$ cat src/rtl/inst_mem_pkg.sv
// Shared types and constants for the writable instruction memory.
package inst_mem_pkg;

    typedef enum logic [1:0] {
        ST_CLEAR = 2'd0,
        ST_LOAD  = 2'd1,
        ST_RUN   = 2'd2
    } state_e;

    localparam logic [31:0] NOP_DEFAULT = 32'h0000_0000;

endpackage

$ cat src/rtl/inst_mem_if.sv
// Boot-load and fetch bus between the fetch stage (master) and inst_mem (slave).
interface inst_mem_if #(
    parameter int unsigned DATA_W = 32,
    parameter int unsigned ADDR_W = 4
);
    logic              load_en;
    logic              prog_we;
    logic [ADDR_W-1:0] prog_addr;
    logic [DATA_W-1:0] prog_data;
    logic              prog_err;
    logic              fetch_req;
    logic [ADDR_W-1:0] fetch_addr;
    logic              stall;
    logic              fetch_valid;
    logic [DATA_W-1:0] fetch_data;
    logic              fetch_fault;
    logic              mem_ready;

    modport master (
        output load_en, prog_we, prog_addr, prog_data, fetch_req, fetch_addr, stall,
        input  prog_err, fetch_valid, fetch_data, fetch_fault, mem_ready
    );

    modport slave (
        input  load_en, prog_we, prog_addr, prog_data, fetch_req, fetch_addr, stall,
        output prog_err, fetch_valid, fetch_data, fetch_fault, mem_ready
    );
endinterface

$ cat src/rtl/inst_mem_array.sv
// Storage: one write port, one registered read port; the read register doubles as fetch_data.
module inst_mem_array #(
    parameter int unsigned       DATA_W = 32,
    parameter int unsigned       ADDR_W = 4,
    parameter int unsigned       DEPTH  = 16,
    parameter logic [DATA_W-1:0] NOP    = '0
) (
    input  logic              clk,
    input  logic              rst_n,
    input  logic              we_i,
    input  logic [ADDR_W-1:0] waddr_i,
    input  logic [DATA_W-1:0] wdata_i,
    input  logic              re_i,
    input  logic              rnop_i,
    input  logic [ADDR_W-1:0] raddr_i,
    output logic [DATA_W-1:0] rdata_o
);

    logic [DATA_W-1:0] mem_q [DEPTH];
    logic [DATA_W-1:0] rdata_q;

    // No reset on storage; contents are initialised by the CLEAR sweep.
    always_ff @(posedge clk) begin
        if (we_i) begin
            mem_q[waddr_i] <= wdata_i;
        end
    end

    // Read register holds unless re_i, which is how stall hold is realised.
    always_ff @(posedge clk) begin
        if (!rst_n) begin
            rdata_q <= '0;
        end else if (re_i) begin
            rdata_q <= rnop_i ? NOP : mem_q[raddr_i];
        end
    end

    assign rdata_o = rdata_q;

endmodule

$ cat src/rtl/inst_mem.sv
// Writable instruction memory: self-clear after reset, boot-load port, registered fetch with stall hold.
module inst_mem
    import inst_mem_pkg::*;
#(
    parameter int unsigned       DATA_W = 32,
    parameter int unsigned       ADDR_W = 4,
    parameter int unsigned       DEPTH  = 16,
    parameter logic [DATA_W-1:0] NOP    = DATA_W'(NOP_DEFAULT)
) (
    input  logic       clk,
    input  logic       rst_n,
    inst_mem_if.slave  mem_if
);

    localparam int unsigned LAST_IDX = DEPTH - 1;

    state_e            state_q, state_d;
    logic [ADDR_W-1:0] clr_cnt_q, clr_cnt_d;
    logic              fetch_valid_q, fetch_valid_d;
    logic              fetch_fault_q, fetch_fault_d;
    logic              prog_err_q, prog_err_d;
    logic              mem_ready_q, mem_ready_d;

    logic              arr_we;
    logic [ADDR_W-1:0] arr_waddr;
    logic [DATA_W-1:0] arr_wdata;
    logic              arr_re;
    logic              arr_rnop;
    logic [DATA_W-1:0] arr_rdata;

    logic fetch_in_range;
    logic prog_in_range;

    assign fetch_in_range = 32'(mem_if.fetch_addr) < DEPTH;
    assign prog_in_range  = 32'(mem_if.prog_addr) < DEPTH;

    always_ff @(posedge clk) begin
        if (!rst_n) begin
            state_q       <= ST_CLEAR;
            clr_cnt_q     <= '0;
            fetch_valid_q <= 1'b0;
            fetch_fault_q <= 1'b0;
            prog_err_q    <= 1'b0;
            mem_ready_q   <= 1'b0;
        end else begin
            state_q       <= state_d;
            clr_cnt_q     <= clr_cnt_d;
            fetch_valid_q <= fetch_valid_d;
            fetch_fault_q <= fetch_fault_d;
            prog_err_q    <= prog_err_d;
            mem_ready_q   <= mem_ready_d;
        end
    end

    // Next state, write-port mux and fetch control; load_en beats stall beats fetch_req.
    always_comb begin
        state_d       = state_q;
        clr_cnt_d     = clr_cnt_q;
        fetch_valid_d = fetch_valid_q;
        fetch_fault_d = fetch_fault_q;
        prog_err_d    = 1'b0;
        arr_we        = 1'b0;
        arr_waddr     = mem_if.prog_addr;
        arr_wdata     = mem_if.prog_data;
        arr_re        = 1'b0;
        arr_rnop      = 1'b0;

        unique case (state_q)
            ST_CLEAR: begin
                arr_we        = 1'b1;
                arr_waddr     = clr_cnt_q;
                arr_wdata     = NOP;
                fetch_valid_d = 1'b0;
                if (clr_cnt_q == ADDR_W'(LAST_IDX)) begin
                    clr_cnt_d = '0;
                    state_d   = mem_if.load_en ? ST_LOAD : ST_RUN;
                end else begin
                    clr_cnt_d = clr_cnt_q + ADDR_W'(1);
                end
            end
            ST_LOAD: begin
                fetch_valid_d = 1'b0;
                fetch_fault_d = 1'b0;
                if (mem_if.prog_we) begin
                    arr_we     = prog_in_range;
                    prog_err_d = !prog_in_range;
                end
                if (!mem_if.load_en) begin
                    state_d = ST_RUN;
                end
            end
            ST_RUN: begin
                if (mem_if.load_en) begin
                    state_d       = ST_LOAD;
                    fetch_valid_d = 1'b0;
                end else if (!mem_if.stall) begin
                    fetch_valid_d = mem_if.fetch_req;
                    fetch_fault_d = mem_if.fetch_req && !fetch_in_range;
                    arr_re        = mem_if.fetch_req;
                    arr_rnop      = !fetch_in_range;
                end
            end
            default: begin
                state_d = ST_CLEAR;
            end
        endcase

        mem_ready_d = (state_d == ST_RUN);
    end

    inst_mem_array #(
        .DATA_W (DATA_W),
        .ADDR_W (ADDR_W),
        .DEPTH  (DEPTH),
        .NOP    (NOP)
    ) u_array (
        .clk     (clk),
        .rst_n   (rst_n),
        .we_i    (arr_we && rst_n),
        .waddr_i (arr_waddr),
        .wdata_i (arr_wdata),
        .re_i    (arr_re),
        .rnop_i  (arr_rnop),
        .raddr_i (mem_if.fetch_addr),
        .rdata_o (arr_rdata)
    );

    assign mem_if.fetch_valid = fetch_valid_q;
    assign mem_if.fetch_fault = fetch_fault_q;
    assign mem_if.fetch_data  = arr_rdata;
    assign mem_if.prog_err    = prog_err_q;
    assign mem_if.mem_ready   = mem_ready_q;

endmodule

$ cat src/flat_wrapper.sv
// flat-port wrapper written by rule: the top's interface ports become plain ports
module inst_mem_flat import inst_mem_pkg::*;
#(
    parameter int unsigned       DATA_W = 32,
    parameter int unsigned       ADDR_W = 4,
    parameter int unsigned       DEPTH  = 16,
    parameter logic [DATA_W-1:0] NOP    = DATA_W'(NOP_DEFAULT)
)
  (clk, rst_n, mem_if_load_en, mem_if_prog_we, mem_if_prog_addr, mem_if_prog_data, mem_if_fetch_req, mem_if_fetch_addr, mem_if_stall, mem_if_prog_err, mem_if_fetch_valid, mem_if_fetch_data, mem_if_fetch_fault, mem_if_mem_ready);
  inst_mem_if #(.DATA_W(DATA_W), .ADDR_W(ADDR_W)) mem_if_i ();
  input  logic clk;
  input  logic rst_n;
  input wire logic [$bits(mem_if_i.load_en)-1:0] mem_if_load_en;
  input wire logic [$bits(mem_if_i.prog_we)-1:0] mem_if_prog_we;
  input wire logic [$bits(mem_if_i.prog_addr)-1:0] mem_if_prog_addr;
  input wire logic [$bits(mem_if_i.prog_data)-1:0] mem_if_prog_data;
  input wire logic [$bits(mem_if_i.fetch_req)-1:0] mem_if_fetch_req;
  input wire logic [$bits(mem_if_i.fetch_addr)-1:0] mem_if_fetch_addr;
  input wire logic [$bits(mem_if_i.stall)-1:0] mem_if_stall;
  output wire logic [$bits(mem_if_i.prog_err)-1:0] mem_if_prog_err;
  output wire logic [$bits(mem_if_i.fetch_valid)-1:0] mem_if_fetch_valid;
  output wire logic [$bits(mem_if_i.fetch_data)-1:0] mem_if_fetch_data;
  output wire logic [$bits(mem_if_i.fetch_fault)-1:0] mem_if_fetch_fault;
  output wire logic [$bits(mem_if_i.mem_ready)-1:0] mem_if_mem_ready;
  assign mem_if_i.load_en = mem_if_load_en;
  assign mem_if_i.prog_we = mem_if_prog_we;
  assign mem_if_i.prog_addr = mem_if_prog_addr;
  assign mem_if_i.prog_data = mem_if_prog_data;
  assign mem_if_i.fetch_req = mem_if_fetch_req;
  assign mem_if_i.fetch_addr = mem_if_fetch_addr;
  assign mem_if_i.stall = mem_if_stall;
  assign mem_if_prog_err = mem_if_i.prog_err;
  assign mem_if_fetch_valid = mem_if_i.fetch_valid;
  assign mem_if_fetch_data = mem_if_i.fetch_data;
  assign mem_if_fetch_fault = mem_if_i.fetch_fault;
  assign mem_if_mem_ready = mem_if_i.mem_ready;
  inst_mem #(.DATA_W(DATA_W), .ADDR_W(ADDR_W), .DEPTH(DEPTH), .NOP(NOP)) u_core (.clk(clk), .rst_n(rst_n), .mem_if(mem_if_i));
endmodule
$ cat config.mk
export PLATFORM = sky130hd
export DESIGN_NAME = inst_mem_flat
export DESIGN_NICKNAME = d
export VERILOG_FILES = /design/src/rtl/inst_mem_pkg.sv /design/src/rtl/inst_mem_if.sv /design/src/rtl/inst_mem_array.sv /design/src/rtl/inst_mem.sv /design/src/flat_wrapper.sv
export SDC_FILE = /design/constraint.sdc
export NUM_CORES = 1
export LEC_CHECK = 0
export ABC_AREA = 1
export CAP_MARGIN = 0
export CORE_MARGIN = 2
export CORE_UTILIZATION = 64
export CTS_BUF_LIST = sky130_fd_sc_hd__clkbuf_16
export DETAILED_ROUTE_END_ITERATION = 12
export DONT_BUFFER_PORTS = 1
export PLACE_DENSITY_LB_ADDON = 0.12
export SLEW_MARGIN = 40
export SYNTH_ARGS = -nofsm -noshare
export SYNTH_HDL_FRONTEND = slang
export SYNTH_HIERARCHICAL = 1
export SYNTH_SLANG_ARGS = --single-unit
$ cat constraint.sdc
create_clock -name clk -period 3.65 [get_ports clk]
set_input_delay 0.365 -clock clk [delete_from_list [all_inputs] [get_ports clk]]
set_output_delay 0.365 -clock clk [all_outputs]
set_load 0.005 [all_outputs]
==> results of run 1 <==
-- power by group through the flow --
stage	Combinational (mW)	Sequential, mW	Clock, mW
floorplan	0.477	7.04	0
global placement	0.528	7.04	0
detailed placement	0.537	7.04	0
CTS	0.545	6.91	5.61
global route	0.604	6.91	5.86
finish	0.547	6.91	5.55
-- worst max-delay path, cell delays in order, from the launching register on --
cell and delay (ps):
dfxtp_1 350, inv_1 110, nand2_2 120, o21ai_0 330, inv_1 100, nor2_1 90
nand2_1 240, nor2_4 560, buf_4 390
-- how the worst max path moves through the flow --
stage | start | endpoint | slack, ps | depth (start not counted)
3_5_place_dp | u_core/state_q[1]$_SDFF_PN0_ | u_core/u_array/mem_q[8][17]$_DFFE_PP_ | 1080 | 8
6_report | u_core/state_q[0]$_SDFF_PN0_ | u_core/u_array/mem_q[8][19]$_DFFE_PP_ | 1010 | 8
3_3_place_gp | u_core/state_q[0]$_SDFF_PN0_ | u_core/u_array/mem_q[8][17]$_DFFE_PP_ | 1090 | 8
4_1_cts | u_core/state_q[1]$_SDFF_PN0_ | u_core/u_array/mem_q[8][8]$_DFFE_PP_ | 1060 | 8
2_1_floorplan | u_core/state_q[0]$_SDFF_PN0_ | u_core/u_array/mem_q[10][0]$_DFFE_PP_ | 860 | 7
5_1_grt | u_core/state_q[0]$_SDFF_PN0_ | u_core/u_array/mem_q[8][8]$_DFFE_PP_ | 820 | 8
-- sequential cells by signal (all words and copies together) (netlist names) --
register,cells
u_core/u_array/mem_q,512
u_core/mem_if.mem_ready,1
u_core/u_array/rdata_o,32
u_core/clr_cnt_q,4
u_core/mem_if.fetch_valid,1
u_core/state_q,2
-- what timing repair did --
action / CTS / global route
setup buffers: 0 / 0
hold buffers: 3 / 0
hold endpoints to repair: 9 / 0
-- synth_stat cells --
master | n | area share
nand2_1 | 766 | 0.12
edfxtp_1 | 512 | 0.64
inv_1 | 429 | 0.067
nand3_1 | 390 | 0.082
nor2_1 | 64 | 0.010
buf_2 | 51 | 0.011
dfxtp_1 | 40 | 0.034
buf_6 | 33 | 0.016
a21oi_1 | 32 | 0.0067
clkbuf_1 | 17 | 0.0027
buf_1 | 10 | 0.0016
buf_4 | 8 | 0.0025
nor3_1 | 4 | 0.00084
o21ai_0 | 3 | 0.00063
a21oi_2 | 1 | 0.00037
buf_8 | 1 | 0.00063
conb_1 | 1 | 0.00016
ha_1 | 1 | 0.00052
inv_2 | 1 | 0.00016
inv_6 | 1 | 0.00037
nand2_2 | 1 | 0.00026
nor2_2 | 1 | 0.00026
-- logic make-up after synthesis --
family,count (synthesis),share of synthesized area
AOI/OAI and AO/OA,36,0.007695
and+or+nand+nor,1226,0.2134
buffers and inverters,551,0.1015
adders and majority gates,1,0.0005234
other,1,0.0001569
DFF,552,0.6768
-- layout make-up --
cell class | instances | area (um2) | area share
clock buffers | 57 | 1426 | 0.05454
clock inverters | 45 | 360.3 | 0.01378
inverters | 431 | 1628 | 0.06225
multi-input cells | 1266 | 5473 | 0.2093
flip-flops and latches | 552 | 16180 | 0.6185
well taps | 468 | 585.6 | 0.02239
repair buffers | 51 | 503.0 | 0.01923
-- metal layers --
layer | GRT usage | vias up
li1 | - | 7553
met1 | 0.3967 | 7590
met2 | 0.4876 | 646
met3 | 0.04200 | 124
met4 | 0.09969 | 0
met5 | 0 | -
-- metrics by stage --
stage	instance area (um2)	hold slack, ps	utilization	worst slack (ps)
global placement	24300	446.4	0.6622	1091
detailed placement	24330	448.1	0.6630	1079
finish	26150	37.71	0.7126	1008
floorplan	23910	444.3	-	861.6
CTS	26150	18.74	0.7125	1060
global route	26150	33.16	0.7126	817.2
==> flow_metrics.py, run 1 <==
metrics = {
    "power_and_ir_drop": {
        "p_comb_frac": 0.042,
        "p_total_mw": 13.00,
        "ir_drop_uv": 403.9,
        "cell_internal_pwr_mw": 10.35,
        "power.density_nw_per_um2": 497.1,
        "p_seq_frac": 0.531,
        "p_switching_mw": 2.653,
        "clkPwrFrac": 0.427,
        "p_sw_frac": 0.2041,
        "power.leakage_nw": 11.33,
    },
    "grt": {
        "grt_max_degree": 258,
        "antenna_found_initial": 0,
        "grt_pass1_vias": 15296,
        "grt_usage": 0.2915,
        "grt_first_pass_wirelength_um": 85020,
        "grt_overflow_total": 0,
    },
    "placement": {
        "placed_cells_incl_taps": 2765,
        "portBuffers": 0,
        "gp_congestion": 0.8637,
        "post-dp-hpwl_um": 30370,
    },
    "cts": {
        "cts_root_buf": "clkbuf_16",
        "cts_made_buffers": 54,
        "clkTransAtPathRegs_ps": 60,
        "htree_num_levels": 2,
        "cts_sinks": 552,
        "cts-resized-gates": 0,
        "clockBufferDepth": 3,
        "cts_tree": "yes",
        "worstSkewPairLatency_ps": 600,
    },
    "yosys": {
        "ys_seq_elements": 552,
        "netlist_instances": 2367,
        "ys_warn_count": 6,
        "seq_area_frac_synth": 0.6768,
        "synth_area_per_cell_um2": 10.10,
        "synth_cell_types": 22,
        "syn-cell-area_um2": 23900,
    },
    "worst_hold_path": {
        "whs_endpoint": "u_core/u_array/rdata_o[10]$_SDFFE_PN0P_",
        "hold_depth": 4,
        "min_path_type": "input pin to register",
        "hold_path_startpoint": "mem_if_fetch_addr[2]",
    },
    "route": {
        "top_layer_used": "met4",
        "routedWlPerCell_um": 19.18,
        "dr_wl_met2_um": 27010,
        "drt-initial-drc-count": 1630,
        "drtAntennaViolNets": 0,
        "wl_met3_um": 4176,
        "num_vias": 15913,
        "met1_length_um": 22220,
        "drc_errors": 0,
        "vias_per_cell": 5.545,
        "drt-total-wl_um": 55040,
        "first_pass_iters": 5,
    },
    "sta": {
        "period_share": 0.7239,
        "period_minus_slack_ps": 2642,
        "setup_tns_ps": 0,
        "maxClockFrequency_mhz": 378.5,
        "hold_viol": 0,
        "report.final.slew_viol_count": 0,
        "rsz0062_at_grt": "false",
        "setup_viol": 0,
        "slew_headroom": 0.5316,
        "skew_ps": 12.71,
        "worst_pin_slew_ps": 701.8,
    },
    "run_status": {
        "status": "complete, no violations",
    },
    "floorplan": {
        "die_y_um": 197.3,
        "die_area_um2": 38910,
        "fp.dieW_um": 197.3,
        "initial_core_util": 0.6513,
        "core_region_area_um2": 36700,
        "rows": 70,
        "io-pin-count": 82,
    },
    "critical_path": {
        "r2r_slack_ps": 1010,
        "endpoint_kind": "register",
        "r2r_end": "u_core/u_array/mem_q[8][19]$_DFFE_PP_",
        "crit_type": "register to register",
        "rr_startpoint": "u_core/state_q[0]$_SDFF_PN0_",
        "critPathArrivalTime_ps": 2910,
        "crit_required_ps": 3920,
        "rr_worst_depth": 8,
        "critPathMaxFanout": 17,
        "cp-start-kind": "register",
    },
    "layout": {
        "drive_gt1_frac": 0.06453,
        "diodes": 0,
        "num-fill-cells": 2576,
        "final_cell_mix": "nand2_1 (766), edfxtp_1 (512), inv_1 (445)",
        "syn_to_final_growth_pct": 9.412,
        "num-nets-final": 2403,
        "fin_cells": 2870,
        "final_common_cell": "nand2_1",
    },
    "job": {
        "cap_viol_max_count": 0,
    },
}
(Power assumes the default switching activity.)
==> run 2, diff against run 1 <==
==> constraint.sdc (replaced) <==
create_clock -name clk -period 2.55 [get_ports clk]
set_input_delay 0.255 -clock clk [delete_from_list [all_inputs] [get_ports clk]]
set_output_delay 0.255 -clock clk [all_outputs]
set_load 0.005 [all_outputs]
==> flow_metrics.py, run 2 (synthesis results as in run 1) <==
metrics = {
    "placement": {
        "portBuffers": 0,
        "place_area_um2": 24580,
        "gp_congestion": 0.8279,
        "post-dp-hpwl_um": 32530,
    },
    "route": {
        "drc_errors": 0,
        "routedWlPerCell_um": 19.74,
        "num_vias": 16038,
        "vias_per_cell": 5.534,
        "first_pass_iters": 6,
        "drt-initial-drc-count": 1487,
        "drt-total-wl_um": 57200,
        "drtAntennaViolNets": 0,
    },
    "grt": {
        "grt_overflow_total": 0,
        "grt_pass1_vias": 15566,
        "antenna_found_initial": 0,
        "grt_first_pass_wirelength_um": 87540,
        "grt_usage": 0.3013,
        "grt_max_degree": 258,
    },
    "layout": {
        "final_core_util": 0.7173,
        "largest_register_ffs": 512,
        "final_cell_mix": "nand2_1 (766), edfxtp_1 (512), inv_1 (441)",
        "drive_gt1_frac": 0.06626,
        "num-nets-final": 2434,
        "diodes": 0,
        "top_register": "u_core/u_array/mem_q",
        "num-fill-cells": 2596,
        "final_common_cell": "nand2_1",
        "final_area_um2": 26320,
        "syn_to_final_growth_pct": 10.12,
    },
    "sta": {
        "skew_ps": 18.09,
        "worst_pin_slew_ps": 589.7,
        "slew_headroom": 0.6059,
        "report.final.slew_viol_count": 0,
        "fin_hold_ws_ps": 29.78,
        "hold_viol": 0,
        "rsz0062_at_grt": "false",
        "setup_tns_ps": 0,
        "setup_viol": 0,
        "period_share": 0.9104,
        "period_minus_slack_ps": 2321,
        "maxClockFrequency_mhz": 430.8,
    },
    "critical_path": {
        "critPathArrivalTime_ps": 2640,
        "crit_type": "register to register",
        "endpoint_kind": "register",
        "cp-start-kind": "register",
        "critPathMaxFanout": 9,
        "crit_required_ps": 2870,
    },
    "floorplan": {
        "core_region_area_um2": 36700,
        "die_y_um": 197.3,
        "io-pin-count": 82,
        "fp.dieW_um": 197.3,
        "die_area_um2": 38910,
        "rows": 70,
        "initial_core_util": 0.6513,
    },
    "cts": {
        "clockBufferDepth": 3,
        "cts_made_buffers": 54,
        "clkTransAtPathRegs_ps": 60,
        "cts_setup_buffers": 0,
        "cts_tree": "yes",
        "worstSkewPairLatency_ps": 610,
        "cts-resized-gates": 0,
        "cts_root_buf": "clkbuf_16",
        "cts_sinks": 552,
        "cts_hold_buffers": 8,
        "htree_num_levels": 2,
    },
    "run_status": {
        "status": "complete, no violations",
    },
    "job": {
        "cap_viol_max_count": 0,
    },
    "power_and_ir_drop": {
        "power.leakage_nw": 11.43,
        "power.density_nw_per_um2": 690.6,
        "ir_drop_uv": 823.0,
    },
    "worst_hold_path": {
        "min_path_type": "input pin to register",
    },
}
==> run 2: cell count changes in the layout (fill, tap and decap cells not counted), sizes merged <==
cell	change
bufinv	-4
inv	-5
dlygate4sd3	+4
clkinv	+8
clkbuf	-2
buf	+27
==> run 2: area by class of cell <==
cell class | instances | area, um2 | area share
Multi-Input combinational cell | 1266 | 5440 | 0.2067
Tap cell | 468 | 585.6 | 0.02225
Inverter | 431 | 1625 | 0.06175
Clock inverter | 44 | 272.8 | 0.01036
Clock buffer | 55 | 1376 | 0.05229
Sequential cell | 552 | 16180 | 0.6145
Timing Repair Buffer | 82 | 845.8 | 0.03213
==> run 2: stage by stage <==
step | total power, mW | worst slack [ps] | std cells
floorplan | 10.76 | -238.4 | 2369
global placement | 10.85 | 290.6 | 2791
detailed placement | 10.87 | 271.9 | 2791
CTS | 18.25 | 279.6 | 2898
global route | 18.66 | 86.39 | 2898
finish | 18.18 | 228.6 | 2898
==> run 2: power by group <==
part           internal [mW]  total [mW]  switching (mW)
clock network           4.18        7.46            3.28
logic                  0.263       0.828           0.565
registers               9.86        9.89          0.0252
total                   14.3        18.2            3.87
==> run 2: final timing paths <==
kind,startpoint,end,slack (ps),cells after the start
worst max-delay path,u_core/state_q[0]$_SDFF_PN0_,u_core/u_array/mem_q[10][14]$_DFFE_PP_,230,8
worst min-delay path,mem_if_fetch_addr[3],u_core/u_array/rdata_o[23]$_SDFFE_PN0P_,30,5
worst max register to register,u_core/state_q[0]$_SDFF_PN0_,u_core/u_array/mem_q[10][14]$_DFFE_PP_,230,8
worst min register to register,u_core/u_array/rdata_o[25]$_SDFFE_PN0P_,u_core/u_array/rdata_o[25]$_SDFFE_PN0P_,480,2
==> run 2: metal layers <==
metal / GRT usage / up-vias / routed length [um] / part of all wire
met4: 0.1353 / 0 / 2381 / 0.042
met2: 0.5155 / 755 / 28580 / 0.50
met1: 0.3844 / 7532 / 21630 / 0.38
met5: 0 / - / 0 / 0
met3: 0.04507 / 134 / 4612 / 0.081
li1: - / 7617 / - / -
==> run 2: critical path, stage by stage, from the launching register on <==
cell and delay, ps:
dfxtp_1 350, inv_1 120, nand2_2 120, o21ai_0 400, inv_1 130, nor2_1 120, nand2_1 240, nor2_4 310
buf_4 240
